--- src/rtl/i2c_pkg.sv ---
// Shared types and constants for the I2C bus monitor.
// Receiver FSM states and frame geometry.
package i2c_pkg;
    localparam int I2C_BYTE_W      = 8;
    localparam int I2C_ACK_BIT_IDX = 8;

    typedef enum logic [1:0] {
        IDLE,
        DATA,
        ACK
    } i2c_state_e;
endpackage

--- src/rtl/i2c_sync.sv ---
// Multi-stage level synchronizer, resets to 1 (idle bus level).
// Output lags the input by SYNC_STAGES clock cycles.
module i2c_sync #(
    parameter int SYNC_STAGES = 2
) (
    input  logic CLK,
    input  logic RSTB,
    input  logic d,
    output logic q
);
    logic [SYNC_STAGES-1:0] ff_q;
    logic [SYNC_STAGES-1:0] ff_d;

    always_comb begin
        ff_d = {ff_q[SYNC_STAGES-2:0], d};
    end

    always_ff @(posedge CLK or negedge RSTB) begin
        if (!RSTB) ff_q <= '1;
        else       ff_q <= ff_d;
    end

    assign q = ff_q[SYNC_STAGES-1];
endmodule

--- src/rtl/i2c_bus_monitor.sv ---
// I2C bus-condition detector and byte receiver.
// Detects SCL edges, START/STOP, tracks busy, shifts bytes and ACK.
module i2c_bus_monitor
    import i2c_pkg::*;
#(
    parameter int SYNC_STAGES = 2
) (
    input  logic       CLK,
    input  logic       RSTB,
    input  logic       SCL_DG,
    input  logic       SDA_DG,
    input  logic       EN,
    output logic       SCL_RISE,
    output logic       SCL_FALL,
    output logic       START_P,
    output logic       RSTART_P,
    output logic       STOP_P,
    output logic       BUS_BUSY,
    output logic [7:0] RX_DATA,
    output logic       RX_VLD,
    output logic       ACK_SLOT,
    output logic       ACK_VLD,
    output logic       ACK_BIT,
    output logic [3:0] BIT_CNT
);
    localparam logic [3:0] LAST_BIT = 4'(I2C_BYTE_W - 1);
    localparam logic [3:0] ACK_IDX  = 4'(I2C_ACK_BIT_IDX);

    logic scl_s, sda_s;
    logic scl_p_q, sda_p_q;
    logic rise_c, fall_c, start_c, stop_c;

    i2c_state_e state_q, state_d;
    logic [3:0] bit_cnt_q, bit_cnt_d;
    logic [I2C_BYTE_W-1:0] shift_q, shift_d;
    logic [I2C_BYTE_W-1:0] rx_data_q, rx_data_d;
    logic rx_vld_q, rx_vld_d;
    logic ack_slot_q, ack_slot_d;
    logic ack_vld_q, ack_vld_d;
    logic ack_bit_q, ack_bit_d;
    logic busy_q, busy_d;
    logic rise_q, fall_q;
    logic start_p_q, start_p_d;
    logic rstart_p_q, rstart_p_d;
    logic stop_p_q, stop_p_d;

    i2c_sync #(.SYNC_STAGES(SYNC_STAGES)) u_sync_scl (
        .CLK(CLK), .RSTB(RSTB), .d(SCL_DG), .q(scl_s)
    );
    i2c_sync #(.SYNC_STAGES(SYNC_STAGES)) u_sync_sda (
        .CLK(CLK), .RSTB(RSTB), .d(SDA_DG), .q(sda_s)
    );

    // Conditions require SCL stable high, so a simultaneous SCL/SDA change is only an edge
    always_comb begin
        rise_c  = scl_s & ~scl_p_q;
        fall_c  = ~scl_s & scl_p_q;
        start_c = scl_p_q & scl_s & sda_p_q & ~sda_s;
        stop_c  = scl_p_q & scl_s & ~sda_p_q & sda_s;
    end

    always_comb begin
        state_d    = state_q;
        bit_cnt_d  = bit_cnt_q;
        shift_d    = shift_q;
        rx_data_d  = rx_data_q;
        rx_vld_d   = 1'b0;
        ack_slot_d = ack_slot_q;
        ack_vld_d  = 1'b0;
        ack_bit_d  = ack_bit_q;
        busy_d     = busy_q;
        if (start_c)     busy_d = 1'b1;
        else if (stop_c) busy_d = 1'b0;
        start_p_d  = EN & start_c;
        rstart_p_d = EN & start_c & busy_q;
        stop_p_d   = EN & stop_c;

        if (!EN) begin
            state_d    = IDLE;
            bit_cnt_d  = '0;
            ack_slot_d = 1'b0;
        end else if (stop_c) begin
            state_d    = IDLE;
            bit_cnt_d  = '0;
            ack_slot_d = 1'b0;
        end else if (start_c) begin
            state_d    = DATA;
            bit_cnt_d  = '0;
            shift_d    = '0;
            ack_slot_d = 1'b0;
        end else begin
            unique case (state_q)
                DATA: begin
                    if (rise_c && bit_cnt_q < ACK_IDX) begin
                        shift_d   = {shift_q[I2C_BYTE_W-2:0], sda_s};
                        bit_cnt_d = bit_cnt_q + 4'd1;
                        if (bit_cnt_q == LAST_BIT) begin
                            rx_data_d = {shift_q[I2C_BYTE_W-2:0], sda_s};
                            rx_vld_d  = 1'b1;
                        end
                    end else if (fall_c && bit_cnt_q == ACK_IDX) begin
                        state_d    = ACK;
                        ack_slot_d = 1'b1;
                    end
                end
                ACK: begin
                    if (rise_c) begin
                        ack_bit_d = sda_s;
                        ack_vld_d = 1'b1;
                    end else if (fall_c) begin
                        state_d    = DATA;
                        bit_cnt_d  = '0;
                        ack_slot_d = 1'b0;
                    end
                end
                default: ;
            endcase
        end
    end

    always_ff @(posedge CLK or negedge RSTB) begin
        if (!RSTB) begin
            scl_p_q    <= 1'b1;
            sda_p_q    <= 1'b1;
            state_q    <= IDLE;
            bit_cnt_q  <= '0;
            shift_q    <= '0;
            rx_data_q  <= '0;
            rx_vld_q   <= 1'b0;
            ack_slot_q <= 1'b0;
            ack_vld_q  <= 1'b0;
            ack_bit_q  <= 1'b1;
            busy_q     <= 1'b0;
            rise_q     <= 1'b0;
            fall_q     <= 1'b0;
            start_p_q  <= 1'b0;
            rstart_p_q <= 1'b0;
            stop_p_q   <= 1'b0;
        end else begin
            scl_p_q    <= scl_s;
            sda_p_q    <= sda_s;
            state_q    <= state_d;
            bit_cnt_q  <= bit_cnt_d;
            shift_q    <= shift_d;
            rx_data_q  <= rx_data_d;
            rx_vld_q   <= rx_vld_d;
            ack_slot_q <= ack_slot_d;
            ack_vld_q  <= ack_vld_d;
            ack_bit_q  <= ack_bit_d;
            busy_q     <= busy_d;
            rise_q     <= rise_c;
            fall_q     <= fall_c;
            start_p_q  <= start_p_d;
            rstart_p_q <= rstart_p_d;
            stop_p_q   <= stop_p_d;
        end
    end

    assign SCL_RISE = rise_q;
    assign SCL_FALL = fall_q;
    assign START_P  = start_p_q;
    assign RSTART_P = rstart_p_q;
    assign STOP_P   = stop_p_q;
    assign BUS_BUSY = busy_q;
    assign RX_DATA  = rx_data_q;
    assign RX_VLD   = rx_vld_q;
    assign ACK_SLOT = ack_slot_q;
    assign ACK_VLD  = ack_vld_q;
    assign ACK_BIT  = ack_bit_q;
    assign BIT_CNT  = bit_cnt_q;
endmodule

--- config.mk ---
export PLATFORM = sky130hd
export DESIGN_NAME = i2c_bus_monitor
export DESIGN_NICKNAME = d
export VERILOG_FILES = /design/src/rtl/i2c_pkg.sv /design/src/rtl/i2c_sync.sv /design/src/rtl/i2c_bus_monitor.sv
export SDC_FILE = /design/constraint.sdc
export NUM_CORES = 1
export LEC_CHECK = 0
export CORE_MARGIN = 5
export CORE_UTILIZATION = 50
export CTS_BUF_LIST = sky130_fd_sc_hd__clkbuf_8
export CTS_CLUSTER_SIZE = 30
export DETAILED_ROUTE_END_ITERATION = 6
export DONT_BUFFER_PORTS = 1
export SLEW_MARGIN = 40
export SYNTH_ARGS = -nofsm -noshare
export SYNTH_HDL_FRONTEND = slang
export SYNTH_SLANG_ARGS = --single-unit
--- constraint.sdc ---
create_clock -name CLK -period 3.18 [get_ports CLK]
set_input_delay 0.318 -clock CLK [delete_from_list [all_inputs] [get_ports CLK]]
set_output_delay 0.318 -clock CLK [all_outputs]
set_load 0.005 [all_outputs]
# ---- Word-level counts from Yosys, hierarchy flattened
# Cells that the tools add are included.
# W data, S select, Z words.
dict set report totals {
  reg_bits 37
  inputBits 5
  out_inout_bits 22
  word_cells 95
}
dict set report classes {
  n_addsub 1
  n_lt_le_gt_ge 1
  eq_ne 10
  muxes 39
  n_bitwise 16
  n_reduce_logical 10
}
# operator count
set op_table {}
lappend op_table {{$ne A5 B5 Y1 const B} 5}
lappend op_table {{$mux W4} 6}
lappend op_table {{$mux W7} 3}
lappend op_table {{$mux W1} 20}
lappend op_table {{$mux W2} 7}
lappend op_table {{$and A1 B1 Y1} 10}
lappend op_table {{$reduce_and A5 Y1} 2}
lappend op_table {{$pmux W4 S2} 1}
lappend op_table {{$reduce_and A4 Y1} 2}
lappend op_table {{$not A1 Y1} 6}
lappend op_table {{$reduce_and A6 Y1} 1}
lappend op_table {{$reduce_bool A2 Y1} 3}
lappend op_table {{$ne A5 B1 Y1 const B} 1}
lappend op_table {{$add A4 B1 Y4 const B} 1}
lappend op_table {{$eq A4 B3 Y1 const B} 1}
lappend op_table {{$eq A4 B4 Y1 const B} 1}
lappend op_table {{$lt A4 B4 Y1 const B} 1}
lappend op_table {{$pmux W2 S2} 1}
lappend op_table {{$eq A2 B1 Y1 const B} 1}
lappend op_table {{$eq A2 B2 Y1 const B} 1}
lappend op_table {{$logic_and A1 B1 Y1} 2}
lappend op_table {{$pmux W1 S2} 1}

# ---- Depth between registers and ports, before layout
# Gate-level depths: netlist of the first run.
dict set report logic_depth {
  ltp_word 9
  ltp_mapped 6
  ltp_nobuf 6
}

# ---- Hierarchy
# From an unflattened synthesis of the first run, not the netlist that was laid out.
dict set report hier_totals {
  hier_cells 117
  hier_area_um2 1452.6
}
# module instances cells_each area_per_inst_um2
set modules_own_cells {}
lappend modules_own_cells {i2c_bus_monitor 1 113 1347.5}
lappend modules_own_cells {i2c_sync 2 2 52.6}

# ---- Worst setup path before layout of the first run
# Ideal clock, no wire load.
dict set report synth_timing {
  path_type {flip-flop to flip-flop}
  start {register u_sync_scl.ff_q[1]}
  end {register rx_data_q[0] (netlist: RX_DATA[0])}
  setup_ps 125
  arrival_time_ps 1756
  slack_ps 1299
  path_stages_with_launch 7
  n_path_buf 2
  synth_period_minus_slack_ps 1881
  path_cell_list {dfstp_2 -> nor3b_1 -> and4b_1 -> buf_6 -> and3_4 -> buf_6 -> mux2_4}
}
dict set report synth_between {
  elab_chain_cells 5
  elab_cells_between_ends 10
}
# element line_no
set synth_rtl {}
lappend synth_rtl {{from (decl)} i2c_sync.sv:11} ;# logic [SYNC_STAGES-1:0] ff_q;
lappend synth_rtl {{from (signal assigned)} i2c_sync.sv:19} ;# if (!RSTB) ff_q <= '1;
lappend synth_rtl {{from (signal assigned)} i2c_sync.sv:20} ;# else ff_q <= ff_d;
lappend synth_rtl {{$and A1 B1 Y1} {i2c_bus_monitor.sv:58, i2c_bus_monitor.sv:59}}
lappend synth_rtl {{$and A1 B1 Y1 (on tied branches) (2 in series)} {i2c_bus_monitor.sv:58, i2c_bus_monitor.sv:59}}
lappend synth_rtl {{$not A1 Y1 (no line)} n/a}
lappend synth_rtl {{$reduce_and A6 Y1 (no line) *} n/a}
lappend synth_rtl {{to (signal assigned)} i2c_bus_monitor.sv:145} ;# rx_data_q <= rx_data_d;
lappend synth_rtl {{to (decl)} i2c_bus_monitor.sv:36} ;# logic [I2C_BYTE_W-1:0] rx_data_q, rx_data_d;
# Every way passes the cells marked *; elsewhere a longest branch is shown, timed or not.
# A chain may end at the register's enable or synchronous reset.

# ---- Worst setup path after layout of the first run
dict set report layout_timing {
  start {register u_sync_scl.ff_q[1]}
  end {register rx_data_q[5] (netlist: RX_DATA[5])}
}
# Same word-level chain as after synthesis.

==> impl_metrics.csv, run 1 <==
group,metric,value,unit
status,outcome,"finished clean",
detailed_routing,drt-initial-drc-count,23,
clock_tree,clkSinkCount,36,
grt,grt_pass1_vias,813,
floorplanning,initial_utilization,51.9,%
sta,finalMaxSlewViolations,0,
final_layout,final_cell_count_no_fill,142,
sta,fin_ws,1.09,ns
clock_tree,cts_tree,"built",
grt,track_usage,13.4,%
final_layout,n_antenna_cell,0,
clock_tree,cts.htree.levels,2,
logic_synthesis,syn_nets,110,
critical_path,cp-end-kind,"flop",
critical_path,worstSetupStartpointType,"flop",
sta,rsz0062_at_grt,"no",
detailed_routing,ant_nets,0,
floorplanning,placementRows,19,
sta,tightest_slew,0.474,ns
final_layout,layout-drive-gt1-share,25.2,%
grt,gr-total-overflow,0,
logic_synthesis,syn_area_per_cell,13.9,um^2
logic_synthesis,synth_cells,103,
placement,dp.cells,132,
critical_path,crit_path_end,"RX_DATA[5]$_DFFE_PN0P_",
floorplanning,die_y,63.5,um
clock_tree,cts.repair.resized,0,
placement,port_buffers,0,
critical_path,arrival,2.26,ns
critical_path,r2r_cells,4,
critical_path,cp-startpoint,"u_sync_scl.ff_q[1]$_DFF_PN1_",
critical_path,r2r-start,"u_sync_scl.ff_q[1]$_DFF_PN1_",
power_and_ir_drop,leakage,0.752,nW
grt,antenna_found_initial,0,
placement,pre_cts_slack,1.11,ns
critical_path,reg2reg_to,"RX_DATA[5]$_DFFE_PN0P_",
clock_tree,numCtsBuffers,5,
placement,dpl.hpwl,1.65,mm
floorplanning,pin_count,27,
sta,finalSetupTns,0,ns
detailed_routing,viasPerCell,5.66,
detailed_routing,drc,0,
grt,grt_max_degree,37,
logic_synthesis,synth_area,1430,um^2
critical_path,crit_fanout,9,
floorplanning,core,2760,um^2
sta,final_hold_viol_count,0,
hold_path,hold_depth,0,
logic_synthesis,synth-seq-cells,36,
sta,fin_crit,2.09,ns
placement,place.gp.congestion,0.782,
sta,max_freq,479,MHz
final_layout,syn_to_final_growth,9.79,%
floorplanning,fp.dieW,63.5,um
sta,setup_viol,0,
sta,finalCritPeriodShare,65.7,%
clock_tree,clock_path_buffers,2,
clock_tree,clkTransAtPathRegs,0.07,ns
detailed_routing,dr.pass1.iters,4,
clock_tree,clk_latency,0.28,ns
critical_path,r2r_slack,1.09,ns
power_and_ir_drop,power_density,533,nW/um^2
critical_path,worstPathRequired,3.35,ns
sta,finalClockSkew,0.00329,ns
detailed_routing,routed_wl,2.32,mm
logic_synthesis,yosysSeqAreaShare,63.5,%
grt,grt_first_pass_wirelength,4.06,mm
logic_synthesis,synth_cell_type_count,28,
clock_tree,clockRootBuffer,"clkbuf_8",
power_and_ir_drop,irDropWorstVdd,418,uV
logic_synthesis,synth_warnings,0,
floorplanning,dieArea,4030,um^2
sta,maxSlewHeadroom,68.2,%
detailed_routing,wl_per_cell,16.3,um
hold_path,hold_class,"in -> reg",
final_layout,nNetsFinal,117,
flow_run,cap_violations,0,
critical_path,timing_worst_setup_path_type,"reg -> reg",
detailed_routing,dr_total_vias,804,
cells by family (layout without fill, tap and decap cells):
| family | Yosys count | count (layout) | share of synthesized area [%] |
|---|---|---|---|
| mux | 11 | 11 | 10.8 |
| simple gates | 28 | 28 | 11.7 |
| compound gates | 19 | 19 | 9.35 |
| fa+ha+maj | 2 | 2 | 1.75 |
| buf+inv | 7 | 15 | 2.88 |
| flops | 36 | 36 | 63.5 |
where the power goes:
group	total (mW)	internal (mW)	switching, mW
clock network	0.326	0.173	0.153
registers	0.483	0.473	0.0105
logic	0.0295	0.0120	0.0174
total	0.838	0.657	0.181
what timing repair did:
action / in CTS / in global routing
hold endpoints to repair: 36 / 0
hold buffers: 2 / 0
setup buffers: 0 / 0
worst min path at each step:
stage            from                           end  slack [ns]
6_report       SCL_DG  u_sync_scl.ff_q[0]$_DFF_PN1_        0.03
5_1_grt        SDA_DG  u_sync_sda.ff_q[0]$_DFF_PN1_       0.002
4_1_cts        SCL_DG  u_sync_scl.ff_q[0]$_DFF_PN1_        0.02
3_5_place_dp     RSTB        RX_DATA[5]$_DFFE_PN0P_        0.02
3_3_place_gp     RSTB        RX_DATA[6]$_DFFE_PN0P_        0.02
2_1_floorplan    RSTB          ACK_SLOT$_DFFE_PN0P_        0.02
sequential cells by signal, summed over array words and instances, names as in the netlist:
name	cells
ACK_SLOT	1
SCL_RISE	1
ACK_VLD	1
u_sync_sda.ff_q	2
START_P	1
u_sync_scl.ff_q	2
STOP_P	1
RSTART_P	1
scl_p_q	1
shift_q	7
SCL_FALL	1
RX_DATA	8
state_q	1
BUS_BUSY	1
RX_VLD	1
BIT_CNT	4
ACK_BIT	1
sda_p_q	1
synthesized netlist by cell type, drive strengths merged:
master	instances	area (um^2)
a21oi	4	20.0
a22o	8	70.1
a31o	1	8.76
a31oi	1	6.26
and2	2	12.5
and3	3	23.8
and4b	3	30.0
buf	2	22.5
dfrtp	29	726
dfstp	7	184
ha	2	25.0
inv	5	18.8
mux2	11	154
nand2	3	11.3
nand3	2	10.0
nand4	1	6.26
nor2	5	18.8
nor2b	3	18.8
nor3	3	15.0
nor3b	1	7.51
o21a	1	7.51
o21ai	3	15.0
o22ai	1	6.26
or2b	1	7.51
or3	1	6.26
area by class of cell:
| class | instances | area [um^2] |
|---|---|---|
| repair buffers | 2 | 30.0 |
| fillers | 213 | 1190 |
| flip-flops and latches | 36 | 910 |
| multi-input cells | 60 | 480 |
| clock inverters | 2 | 11.3 |
| clock buffers | 6 | 82.6 |
| inverters | 5 | 18.8 |
| well taps | 31 | 38.8 |
metal layers:
layer / track usage, % / wire length (um) / up-vias
met5: 0 / 0 / -
li1: - / - / 387
met1: 16.4 / 1030 / 389
met4: 7.01 / 47 / 0
met2: 18.9 / 1050 / 23
met3: 7.28 / 194 / 5
cells in the final DEF (no fill, tap or decap), types with 4 or more instances in the layout:
cell      count
a21oi_1       4
a22o_1        8
clkbuf_8      6
dfrtp_1      29
dfstp_2       7
inv_1         6
mux2_4        8
nor2_1        5
critical path, cell delays in order, from the launching register on:
cell and delay [ns]:
dfstp_2 0.58, nor3b_1 0.30, and4b_1 0.43, and3_4 0.35, mux2_4 0.31
stage by stage:
step	total power, mW	util, %	cell area, um^2	hold WS (ns)
floorplan	0.503	-	1430	0.0224
global placement	0.508	52.5	1450	0.0234
detailed placement	0.509	52.5	1450	0.0234
CTS	0.852	57.0	1570	0.0151
global route	0.885	57.0	1570	0.00193
finish	0.838	57.0	1570	0.0278
Power figures use the tool's default switching activity.
==> inputs of run 2 (changes only) <==
- ABC_AREA: not set -> 1
- PLACE_DENSITY: not set -> 0.68
- clock period: 3.18 -> 1.7 ns (I/O delays scaled with it)
==> run 2 against run 1 <==
Net effect:
- critical path depth is 3 higher
- critical path type unchanged
- routed wire length is 25% higher
- utilization is 1.6 points higher
- synthesized cell count is 53% higher
- final cell count is 44% higher
- maximum frequency is 35% higher
==> impl_metrics.csv, run 2 <==
group,metric,value,unit
status,outcome,"finished clean",
sta,max_freq,644,MHz
detailed_routing,drt-initial-drc-count,64,
grt,grt_max_degree,37,
placement,dpl.hpwl,2.00,mm
power_and_ir_drop,leakage,0.893,nW
clock_tree,cts_tree,"built",
logic_synthesis,yosysSeqAreaShare,58.8,%
sta,setup_viol,0,
logic_synthesis,synth_warnings,0,
placement,dp.cells,192,
flow_run,cap_violations,0,
logic_synthesis,synth.top_cell.area_share,46.9,%
logic_synthesis,ys_top_cells_by_area,"dfrtp_1, dfstp_2, nand2_1",
floorplanning,initial_utilization,51.5,%
critical_path,r2r_cells,7,
grt,gr-total-overflow,0,
clock_tree,numCtsBuffers,5,
sta,finalMaxSlewViolations,0,
grt,grt_pass1_vias,1098,
sta,fin_crit,1.55,ns
placement,port_buffers,0,
grt,grt_first_pass_wirelength,5.01,mm
critical_path,worstPathRequired,1.85,ns
final_layout,largest_reg_flops,8,
detailed_routing,dr_total_vias,1068,
sta,finalCritPeriodShare,91.3,%
clock_tree,cts.htree.levels,2,
critical_path,arrival,1.71,ns
floorplanning,core,3000,um^2
clock_tree,clockRootBuffer,"clkbuf_8",
final_layout,syn_to_final_growth,13.6,%
logic_synthesis,synth_edf_count,0,
final_layout,n_antenna_cell,0,
final_layout,final_cell_area,1760,um^2
detailed_routing,wl_per_cell,14.2,um
logic_synthesis,synth-seq-cells,36,
final_layout,mostFrequentLayoutCells,"nand2_1, dfrtp_1, inv_1",
detailed_routing,ant_nets,0,
final_layout,layout_commonest_cell,"nand2_1",
hold_path,hold_class,"in -> reg",
detailed_routing,drc,0,
placement,postPlaceCellArea,1590,um^2
logic_synthesis,synth_ff_type,"dfrtp_1",
final_layout,seqCellArea,910,um^2
placement,place.gp.congestion,0.856,
sta,finalClockSkew,0.00796,ns
floorplanning,fp.dieW,65.6,um
sta,rsz0062_at_grt,"no",
floorplanning,pin_count,27,
final_layout,layout-drive-gt1-share,23.3,%
critical_path,timing_worst_setup_path_type,"reg -> reg",
detailed_routing,viasPerCell,5.21,
sta,maxSlewHeadroom,80.9,%
final_layout,nNetsFinal,178,
sta,finalSetupTns,0,ns
clock_tree,clk_latency,0.29,ns
sta,tightest_slew,0.286,ns
critical_path,crit_fanout,9,
clock_tree,clkSinkCount,36,
detailed_routing,dr.pass1.iters,4,
sta,final_hold_viol_count,0,
logic_synthesis,synth_cell_type_count,24,
grt,antenna_found_initial,0,
final_layout,multi_input_comb_area,531,um^2
logic_synthesis,synthArstFlopShare,100,%
grt,track_usage,15.7,%
critical_path,cp-end-kind,"flop",
sta,whs,0.0689,ns
detailed_routing,routed_wl,2.91,mm
floorplanning,dieArea,4310,um^2
logic_synthesis,syn_nets,165,
floorplanning,placementRows,20,
final_layout,fillerInstances,258,
logic_synthesis,yosysTopAreaCell,"dfrtp_1",
power_and_ir_drop,irDropWorstVdd,600,uV
power_and_ir_drop,power_density,1010,nW/um^2
final_layout,postLayoutCoreUtil,58.5,%
logic_synthesis,synth_most_common_cell,"nand2_1",
floorplanning,die_y,65.6,um
hold_path,hold_depth,2,
logic_synthesis,yosys-top-cells-count,"nand2_1, dfrtp_1, inv_1",
clock_tree,clock_path_buffers,2,
clock_tree,clkTransAtPathRegs,0.06,ns
final_layout,final_cell_count_no_fill,205,
critical_path,worstSetupStartpointType,"flop",
logic_synthesis,synth_area,1550,um^2
logic_synthesis,syn_area_per_cell,9.80,um^2
logic_synthesis,synth_cells,158,
[run 2: what timing repair did]
item,in CTS,in global routing
setup buffers,0,1
hold endpoints to repair,38,0
resized for setup,0,1
hold buffers,4,0
endpoints found under the setup margin,0,12
[run 2: worst max-delay path, cell delays in order, from the launching register on]
cell and delay, ns:
dfstp_2 0.53, inv_1 0.04, nand2_1 0.06, nor2_2 0.06, nor2_1 0.24, inv_2 0.12
a21oi_4 0.25, o21ai_0 0.13
[run 2: cell type report]
class                           instances  area share [%]
Sequential cell                        36            51.7
Inverter                               27            5.77
Multi-Input combinational cell         94            30.2
Tap cell                               33            2.35
Timing Repair Buffer                    7            4.84
Clock buffer                            6            4.70
Clock inverter                          2           0.427
[run 2: cell families (layout without fill, tap and decap cells)]
logic type               count (synthesis)  after routing  synth area share (%)
flip-flops                              36             36                  58.8
adder cells (fa/ha/maj)                  2              2                  1.62
buffers and inverters                   28             42                  7.28
AND/OR/NAND/NOR                         73             73                  22.9
XOR/XNOR                                 1              1                 0.566
AO/OA/AOI/OAI                           18             18                  8.89
[run 2: stage by stage]
step                      worst slack (ns)  power [mW]
after CTS                           0.0482        1.79
after global placement               0.164        1.15
after detailed placement            0.0578        1.16
after global routing                0.0384        1.87
after floorplan                      0.274        1.12
final                                0.147        1.77
[run 2: final timing paths]
kind                       slack (ns)                      endpoint                         start
max                              0.15        shift_q[0]$_DFFE_PN0P_             sda_p_q$_DFF_PN1_
min                              0.07             ACK_VLD$_DFF_PN0_                            EN
max reg2reg                      0.15        shift_q[0]$_DFFE_PN0P_             sda_p_q$_DFF_PN1_
min reg2reg                      0.36  u_sync_scl.ff_q[1]$_DFF_PN1_  u_sync_scl.ff_q[0]$_DFF_PN1_
max in group asynchronous        1.11  u_sync_sda.ff_q[1]$_DFF_PN1_                          RSTB
min in group asynchronous        0.34        BIT_CNT[3]$_DFFE_PN0P_                          RSTB
[run 2: metal layers]
metal | vias to the layer above | GRT usage [%] | part of all wire [%]
li1 | 523 | - | -
met1 | 506 | 17.7 | 44
met4 | 0 | 8.55 | 2.4
met5 | - | 0 | 0
met2 | 34 | 25.3 | 46
met3 | 5 | 6.15 | 7.5
[run 2: power by group]
part / internal, mW / switching (mW)
Clock: 0.318 / 0.276
Combinational: 0.0594 / 0.139
Sequential: 0.940 / 0.0351
